`config.mk`:
```
export PLATFORM = sky130hd
export DESIGN_NAME = s1_wb_slave_sequencer_flat
export DESIGN_NICKNAME = d
export VERILOG_FILES = /design/src/rtl/s1_wb_slave_sequencer_if.sv /design/src/rtl/s1_wb_slave_sequencer.sv /design/src/flat_wrapper.sv
export SDC_FILE = /design/constraint.sdc
export NUM_CORES = 1
export LEC_CHECK = 0
export ABC_AREA = 0
export CAP_MARGIN = 20
export CORE_AREA = 2 2 270 272
export CTS_BUF_LIST = sky130_fd_sc_hd__clkbuf_8
export DETAILED_ROUTE_END_ITERATION = 7
export DIE_AREA = 0 0 272 274
export HOLD_SLACK_MARGIN = 0.06
export PLACE_DENSITY = 0.3
export SYNTH_ARGS = -nofsm -noshare
export SYNTH_HDL_FRONTEND = slang
export SYNTH_SLANG_ARGS = --single-unit
```
`constraint.sdc`:
```
create_clock -name sys_clock_i -period 1.79 [get_ports sys_clock_i]
set_input_delay 0.358 -clock sys_clock_i [delete_from_list [all_inputs] [get_ports sys_clock_i]]
set_output_delay 0.358 -clock sys_clock_i [all_outputs]
set_load 0.005 [all_outputs]
```
`src/rtl/s1_wb_slave_sequencer_if.sv`:
```
// Wishbone bundle between the single master, the sequencer and its NSLV slave harnesses.
// The slave modport is the sequencer's view; the master modport is the opposite side (core plus slave models).
interface s1_wb_slave_sequencer_if #(
   parameter int NSLV = 8
);
   logic                 wbm_cycle_i;
   logic                 wbm_strobe_i;
   logic [39:0]          wbm_addr_i;
   logic                 wbm_ack_o;
   logic [63:0]          wbm_data_o;
   logic [NSLV-1:0]      wbs_cycle_o;
   logic [NSLV-1:0]      wbs_strobe_o;
   logic [NSLV-1:0]      wbs_ack_i;
   logic [NSLV*64-1:0]   wbs_data_i;

   modport slave (
      input  wbm_cycle_i, wbm_strobe_i, wbm_addr_i, wbs_ack_i, wbs_data_i,
      output wbm_ack_o, wbm_data_o, wbs_cycle_o, wbs_strobe_o
   );

   modport master (
      output wbm_cycle_i, wbm_strobe_i, wbm_addr_i, wbs_ack_i, wbs_data_i,
      input  wbm_ack_o, wbm_data_o, wbs_cycle_o, wbs_strobe_o
   );
endinterface

```
`src/rtl/s1_wb_slave_sequencer.sv`:
```
// Single-master Wishbone decoder/sequencer: one-hot slave select, timeout and unmapped termination.
// Optional error capture registers enabled by defining S1_WB_ERR_CAPTURE_EN.
module s1_wb_slave_sequencer #(
   parameter int               NSLV           = 8,
   parameter logic [NSLV*40-1:0] REGION_BASE  = {NSLV{40'h0}},
   parameter logic [NSLV*40-1:0] REGION_MASK  = {NSLV{40'h0}},
   parameter int               TIMEOUT_CYCLES = 255,
   parameter logic [63:0]      DEFAULT_DATA   = 64'h0100000001000000
) (
   input  logic                              sys_clock_i,
   input  logic                              sys_reset_i,
   s1_wb_slave_sequencer_if.slave            bus,
   output logic                              err_valid_o,
   output logic [39:0]                       err_addr_o,
   input  logic                              err_clear_i
);
   localparam logic [1:0] ST_IDLE = 2'd0;
   localparam logic [1:0] ST_BUSY = 2'd1;
   localparam logic [1:0] ST_ERR  = 2'd2;
   localparam logic [1:0] ST_TOUT = 2'd3;
   localparam logic [7:0] TMO_LAST = 8'(TIMEOUT_CYCLES - 1);

   logic [1:0]      state, state_n;
   logic [NSLV-1:0] sel, hit, hit_lo;
   logic [7:0]      cnt;
   logic [63:0]     dmux;
   logic            req, busy, synth, slv_ack;

   assign req   = bus.wbm_cycle_i & bus.wbm_strobe_i;
   assign busy  = (state == ST_BUSY);
   assign synth = (state == ST_ERR) | (state == ST_TOUT);

   always_comb begin
      hit = '0;
      for (int i = 0; i < NSLV; i++)
         hit[i] = ((bus.wbm_addr_i & REGION_MASK[40*i +: 40]) == REGION_BASE[40*i +: 40]);
   end

   // Overlapping regions: the lowest index wins.
   always_comb begin
      hit_lo = '0;
      for (int i = NSLV-1; i >= 0; i--)
         if (hit[i]) begin
            hit_lo    = '0;
            hit_lo[i] = 1'b1;
         end
   end

   always_comb begin
      dmux = '0;
      for (int i = 0; i < NSLV; i++)
         if (sel[i]) dmux = dmux | bus.wbs_data_i[64*i +: 64];
   end

   // Ack is qualified by the master request so an aborting master never sees one.
   assign slv_ack = req & |(bus.wbs_ack_i & sel);

   always_comb begin
      state_n = state;
      case (state)
         ST_IDLE: if (req) state_n = (|hit) ? ST_BUSY : ST_ERR;
         ST_BUSY: begin
            if (!req || slv_ack)       state_n = ST_IDLE;
            else if (cnt == TMO_LAST)  state_n = ST_TOUT;
         end
         default: state_n = ST_IDLE;
      endcase
   end

   always_ff @(posedge sys_clock_i or negedge sys_reset_i) begin
      if (!sys_reset_i) begin
         state <= ST_IDLE;
         sel   <= '0;
         cnt   <= '0;
      end else begin
         state <= state_n;
         if (state == ST_IDLE) begin
            if (req) sel <= hit_lo;
         end else if (state_n == ST_IDLE) begin
            sel <= '0;
         end
         // Zero whenever not staying in BUSY, so entry and abort both start from 0.
         if (busy && state_n == ST_BUSY)
            cnt <= (cnt == 8'hFF) ? cnt : cnt + 8'd1;
         else
            cnt <= '0;
      end
   end

   assign bus.wbs_cycle_o  = busy ? (sel & {NSLV{req}}) : '0;
   assign bus.wbs_strobe_o = busy ? (sel & {NSLV{req}}) : '0;
   assign bus.wbm_ack_o    = (busy & slv_ack) | synth;
   assign bus.wbm_data_o   = synth ? DEFAULT_DATA : (busy ? dmux : 64'h0);

`ifdef S1_WB_ERR_CAPTURE_EN
   logic        err_v;
   logic [39:0] err_a;

   always_ff @(posedge sys_clock_i or negedge sys_reset_i) begin
      if (!sys_reset_i) begin
         err_v <= 1'b0;
         err_a <= '0;
      end else if (synth && (!err_v || err_clear_i)) begin
         err_v <= 1'b1;
         err_a <= bus.wbm_addr_i;
      end else if (err_clear_i) begin
         err_v <= 1'b0;
      end
   end

   assign err_valid_o = err_v;
   assign err_addr_o  = err_a;
`else
   logic unused_err_clear;
   assign unused_err_clear = err_clear_i;
   assign err_valid_o      = 1'b0;
   assign err_addr_o       = '0;
`endif
endmodule
```
`src/flat_wrapper.sv`:
```
// flat-port wrapper written by rule: the top's interface ports become plain ports
module s1_wb_slave_sequencer_flat 
#(
   parameter int               NSLV           = 8,
   parameter logic [NSLV*40-1:0] REGION_BASE  = {NSLV{40'h0}},
   parameter logic [NSLV*40-1:0] REGION_MASK  = {NSLV{40'h0}},
   parameter int               TIMEOUT_CYCLES = 255,
   parameter logic [63:0]      DEFAULT_DATA   = 64'h0100000001000000
)
  (sys_clock_i, sys_reset_i, err_valid_o, err_addr_o, err_clear_i, bus_wbm_cycle_i, bus_wbm_strobe_i, bus_wbm_addr_i, bus_wbs_ack_i, bus_wbs_data_i, bus_wbm_ack_o, bus_wbm_data_o, bus_wbs_cycle_o, bus_wbs_strobe_o);
  s1_wb_slave_sequencer_if #(.NSLV(NSLV)) bus_i ();
  input  logic sys_clock_i;
  input  logic sys_reset_i;
  output logic err_valid_o;
  output logic [39:0] err_addr_o;
  input  logic err_clear_i;
  input wire logic [$bits(bus_i.wbm_cycle_i)-1:0] bus_wbm_cycle_i;
  input wire logic [$bits(bus_i.wbm_strobe_i)-1:0] bus_wbm_strobe_i;
  input wire logic [$bits(bus_i.wbm_addr_i)-1:0] bus_wbm_addr_i;
  input wire logic [$bits(bus_i.wbs_ack_i)-1:0] bus_wbs_ack_i;
  input wire logic [$bits(bus_i.wbs_data_i)-1:0] bus_wbs_data_i;
  output wire logic [$bits(bus_i.wbm_ack_o)-1:0] bus_wbm_ack_o;
  output wire logic [$bits(bus_i.wbm_data_o)-1:0] bus_wbm_data_o;
  output wire logic [$bits(bus_i.wbs_cycle_o)-1:0] bus_wbs_cycle_o;
  output wire logic [$bits(bus_i.wbs_strobe_o)-1:0] bus_wbs_strobe_o;
  assign bus_i.wbm_cycle_i = bus_wbm_cycle_i;
  assign bus_i.wbm_strobe_i = bus_wbm_strobe_i;
  assign bus_i.wbm_addr_i = bus_wbm_addr_i;
  assign bus_i.wbs_ack_i = bus_wbs_ack_i;
  assign bus_i.wbs_data_i = bus_wbs_data_i;
  assign bus_wbm_ack_o = bus_i.wbm_ack_o;
  assign bus_wbm_data_o = bus_i.wbm_data_o;
  assign bus_wbs_cycle_o = bus_i.wbs_cycle_o;
  assign bus_wbs_strobe_o = bus_i.wbs_strobe_o;
  s1_wb_slave_sequencer #(.NSLV(NSLV), .REGION_BASE(REGION_BASE), .REGION_MASK(REGION_MASK), .TIMEOUT_CYCLES(TIMEOUT_CYCLES), .DEFAULT_DATA(DEFAULT_DATA)) u_core (.sys_clock_i(sys_clock_i), .sys_reset_i(sys_reset_i), .bus(bus_i), .err_valid_o(err_valid_o), .err_addr_o(err_addr_o), .err_clear_i(err_clear_i));
endmodule
```
==> results by group <==
Run status
  • Status: finished with violations
  • Failing checks: setup timing

Clock tree
  • CTS tree: yes
  • Clock sink total: 11
  • CTS max path bufs: 2
  • Clock latency on the worst-skew pair: around 0.25 ns
  • Clock root cell: clkbuf_8
  • CTS clk-pin slew, worst paths: approximately 0.060 ns
  • CTS Hold Bufs: 0
  • Num CTS Buffers: 3
  • Htree depth: 1

STA
  • Max_slew headroom: around three fifths
  • Max Fclk: just under 500 MHz
  • Hold Fails Final Rpt: 0
  • Slew Limit Fails: 0
  • Final setup fails: 54
  • Worst Tran Pin Value: between 0.5 and 0.6 ns
  • Post-route setup TNS: -8.61 ns
  • Period utilization: 113%
  • Tmin final: between 2 and 2.5 ns
  • Setup ws final: -0.238 ns
  • Clock skew: approximately 0.0067 ns
  • RSZ-0062 raised after global routing: true

Route
  • Vias: 1,778
  • Per-cell routed wire length: between 7 and 8 um
  • Metal2 WL: 3.80 mm
  • DR iter-0 viols: between 70 and 80
  • Final ANT Viol Nets: 0
  • Met1 wire length: between 4 and 5 mm
  • Via/cell ratio: between 1 and 1.5
  • Post-Route WL: slightly below 10 mm
  • WL met3: ~2 mm
  • Drt drc: 0
  • DRT Pass-1 Iters: 2
  • Max layer used: met5

Placement
  • Placed cells: around 1,300
  • Number of port buffers: ~140
  • Gp weighted congestion: roughly 0.78
  • Dpl hpwl: about 8 mm

Floorplan
  • Initial Util: ~2.2%
  • Row Count: roughly 100
  • Die area: 74,500 sq um
  • Vert. Die Dim: 274 um
  • I/O pin count: between 600 and 700
  • Core area: 72,000 sq um
  • Die width: about 270 um

Synthesis
  • Cell variety after synth: 32
  • Post-synth top area cell: buf_4
  • Compound-Gate Fraction of Synth Area: about a tenth
  • Synth Area in Adders: approximately 1.6%
  • Main combinational cell family by area after synthesis: simple AND/OR/NAND/NOR gates
  • Ys async rst share: 100%
  • Sequential fraction of the synthesis area: between 10% and 20%
  • Multiplexer share of the synthesized area: 0.634%
  • Simple-gate share of the synthesized area: between 30% and 40%
  • Top-area cell type share of the netlist area: approximately 28%
  • Post-synth top flop: dfrtp_1
  • Post-Syn Area per Cell: 8.22 sq um
  • YS warnings: 0
  • Top post-synthesis cells by area: buf_4 (28%), and2_1 (25%), dfrtp_1 (17%)
  • Fraction of synthesized cell area in xor and xnor cells: 0%
  • Yosys reg bits: 11
  • Post-synth EDFFs: 0
  • Cell count after synthesis: roughly 190
  • Cell Area, Synth: 1580 sq um

GRT
  • Total track usage: around 2.4%
  • First-pass GRT wire length: between 10 and 15 mm
  • Largest net degree at the start of global routing: 28
  • Total grt overflow: 0
  • Initial antenna violation count: 8
  • Number of global-route vias before repair: roughly 1,600

Critical path
  • Worst setup startpoint: u_core.sel[0]
  • Worst reg2reg path startpoint: u_core.cnt[0]
  • Worst setup SP type: register
  • WP data arrival: roughly 1.7 ns
  • Worst Setup Path Type: register to output port
  • CP Max Fanout: 4
  • Crit end category: output port
  • Req. time, crit path: about 1.4 ns

Layout
  • Register area: between 200 and 300 sq um
  • Multi-input logic area: 1060 sq um
  • Synth-to-layout area growth: 172%
  • Layout Cells excl Fill: between 1,000 and 1,500
  • # fillers: between 8,000 and 9,000
  • Share of cells above drive strength 1: a little over a third
  • Final nets: approximately 900
  • Most frequent cells in the layout: clkdlybuf4s50_1 (68), conb_1 (55), buf_6 (38)
  • Commonest non-fill, non-tap cell in the layout: clkdlybuf4s50_1

Power
  • P per Cell Area: 277 nW/um^2
  • LEAKAGE: 1.57 nW
  • Max VDD drop: 0.000189 V

Min path
  • Hold crit path type: primary input to async pin

Run
  • Number of max-cap violations: 0
## synthesized netlist by cell type (all sizes together) (3+ instances only)
| library cell | instances |
|---|---|
| a211oi | 3 |
| a21o | 3 |
| nand3 | 3 |
| and2 | 62 |
| a21oi | 5 |
| nor3 | 8 |
| buf | 65 |
| dfrtp | 11 |
| nand2 | 6 |
## timing repair
| action | 4_1_cts | 5_1_grt |
|---|---|---|
| resized for setup | 207 | 61 |
| cloned | 3 | 2 |
| hold endpoints to repair | 0 | 0 |
| pin swaps | 8 | 14 |
| setup endpoints to repair | 66 | 67 |
| setup buffers | 12 | 5 |
## routing by layer
layer  GRT usage (%)  vias to the layer above
li1                -                      832
met3            2.03                       12
met5               0                        -
met1            2.79                      781
met4           0.347                       10
met2            3.26                      143
## per-stage QoR
stage	setup slack, ns	util, %	area, sq um	hold WS [ns]	total power [mW]
after global routing	-0.283	5.97	4300	0.542	1.27
after CTS	-0.402	5.86	4220	0.519	1.16
after detailed placement	-0.290	5.43	3910	0.550	0.773
after global placement	-0.275	5.43	3910	0.552	0.776
after floorplan	0.391	-	1780	0.0624	0.511
final	-0.238	5.97	4300	0.490	1.19
## where the power goes
part,internal (mW),switching (mW),leakage (nW)
clock,0.151,0.108,0.0269
sequential,0.256,0.00450,0.150
combinational,0.429,0.240,1.39
total,0.836,0.352,1.57
## final timing paths
kind	end	slack, ns	depth (start not counted)
worst min-delay path	u_core.cnt[6]	0.49	1
worst max-delay path	bus_wbm_data_o[8]	-0.24	7
max in group asynchronous	u_core.cnt[1]	0.91	1
worst max register to register	u_core.cnt[5]	0.27	4
min in group sys_clock_i	u_core.sel[0]	0.62	2
worst min register to register	u_core.sel[0]	0.62	2
## sequential cells by signal, indices dropped and copies added, names as in the netlist
register,cells
u_core.cnt,8
u_core.state,2
u_core.sel,1
## logic make-up (layout without fill, tap and decap cells)
group / count (synthesis) / after routing
compound gates: 18 / 18
other cells: 1 / 56
buf+inv: 67 / 171
mux: 1 / 1
simple gates: 92 / 92
fa+ha+maj: 2 / 2
flops: 11 / 11
## layout make-up
| type | count | share of cell area, % |
|---|---|---|
| multi-input combinational | 168 | 24.7 |
| clock buffer | 3 | 0.961 |
| clock inverter | 1 | 0.0873 |
| timing repair buffer | 165 | 39.7 |
| tap | 959 | 27.9 |
| inverter | 2 | 0.175 |
| antenna | 1 | 0.0582 |
| sequential | 11 | 6.40 |
## worst max-delay path, cell delays in order (launching register included)
cell and delay, ns:
dfrtp_1 0.38, and3b_2 0.23, buf_12 0.15, buf_12 0.15, buf_16 0.13, buf_6 0.11
and2_4 0.15, buf_6 0.11
Power figures use the tool's default switching activity.
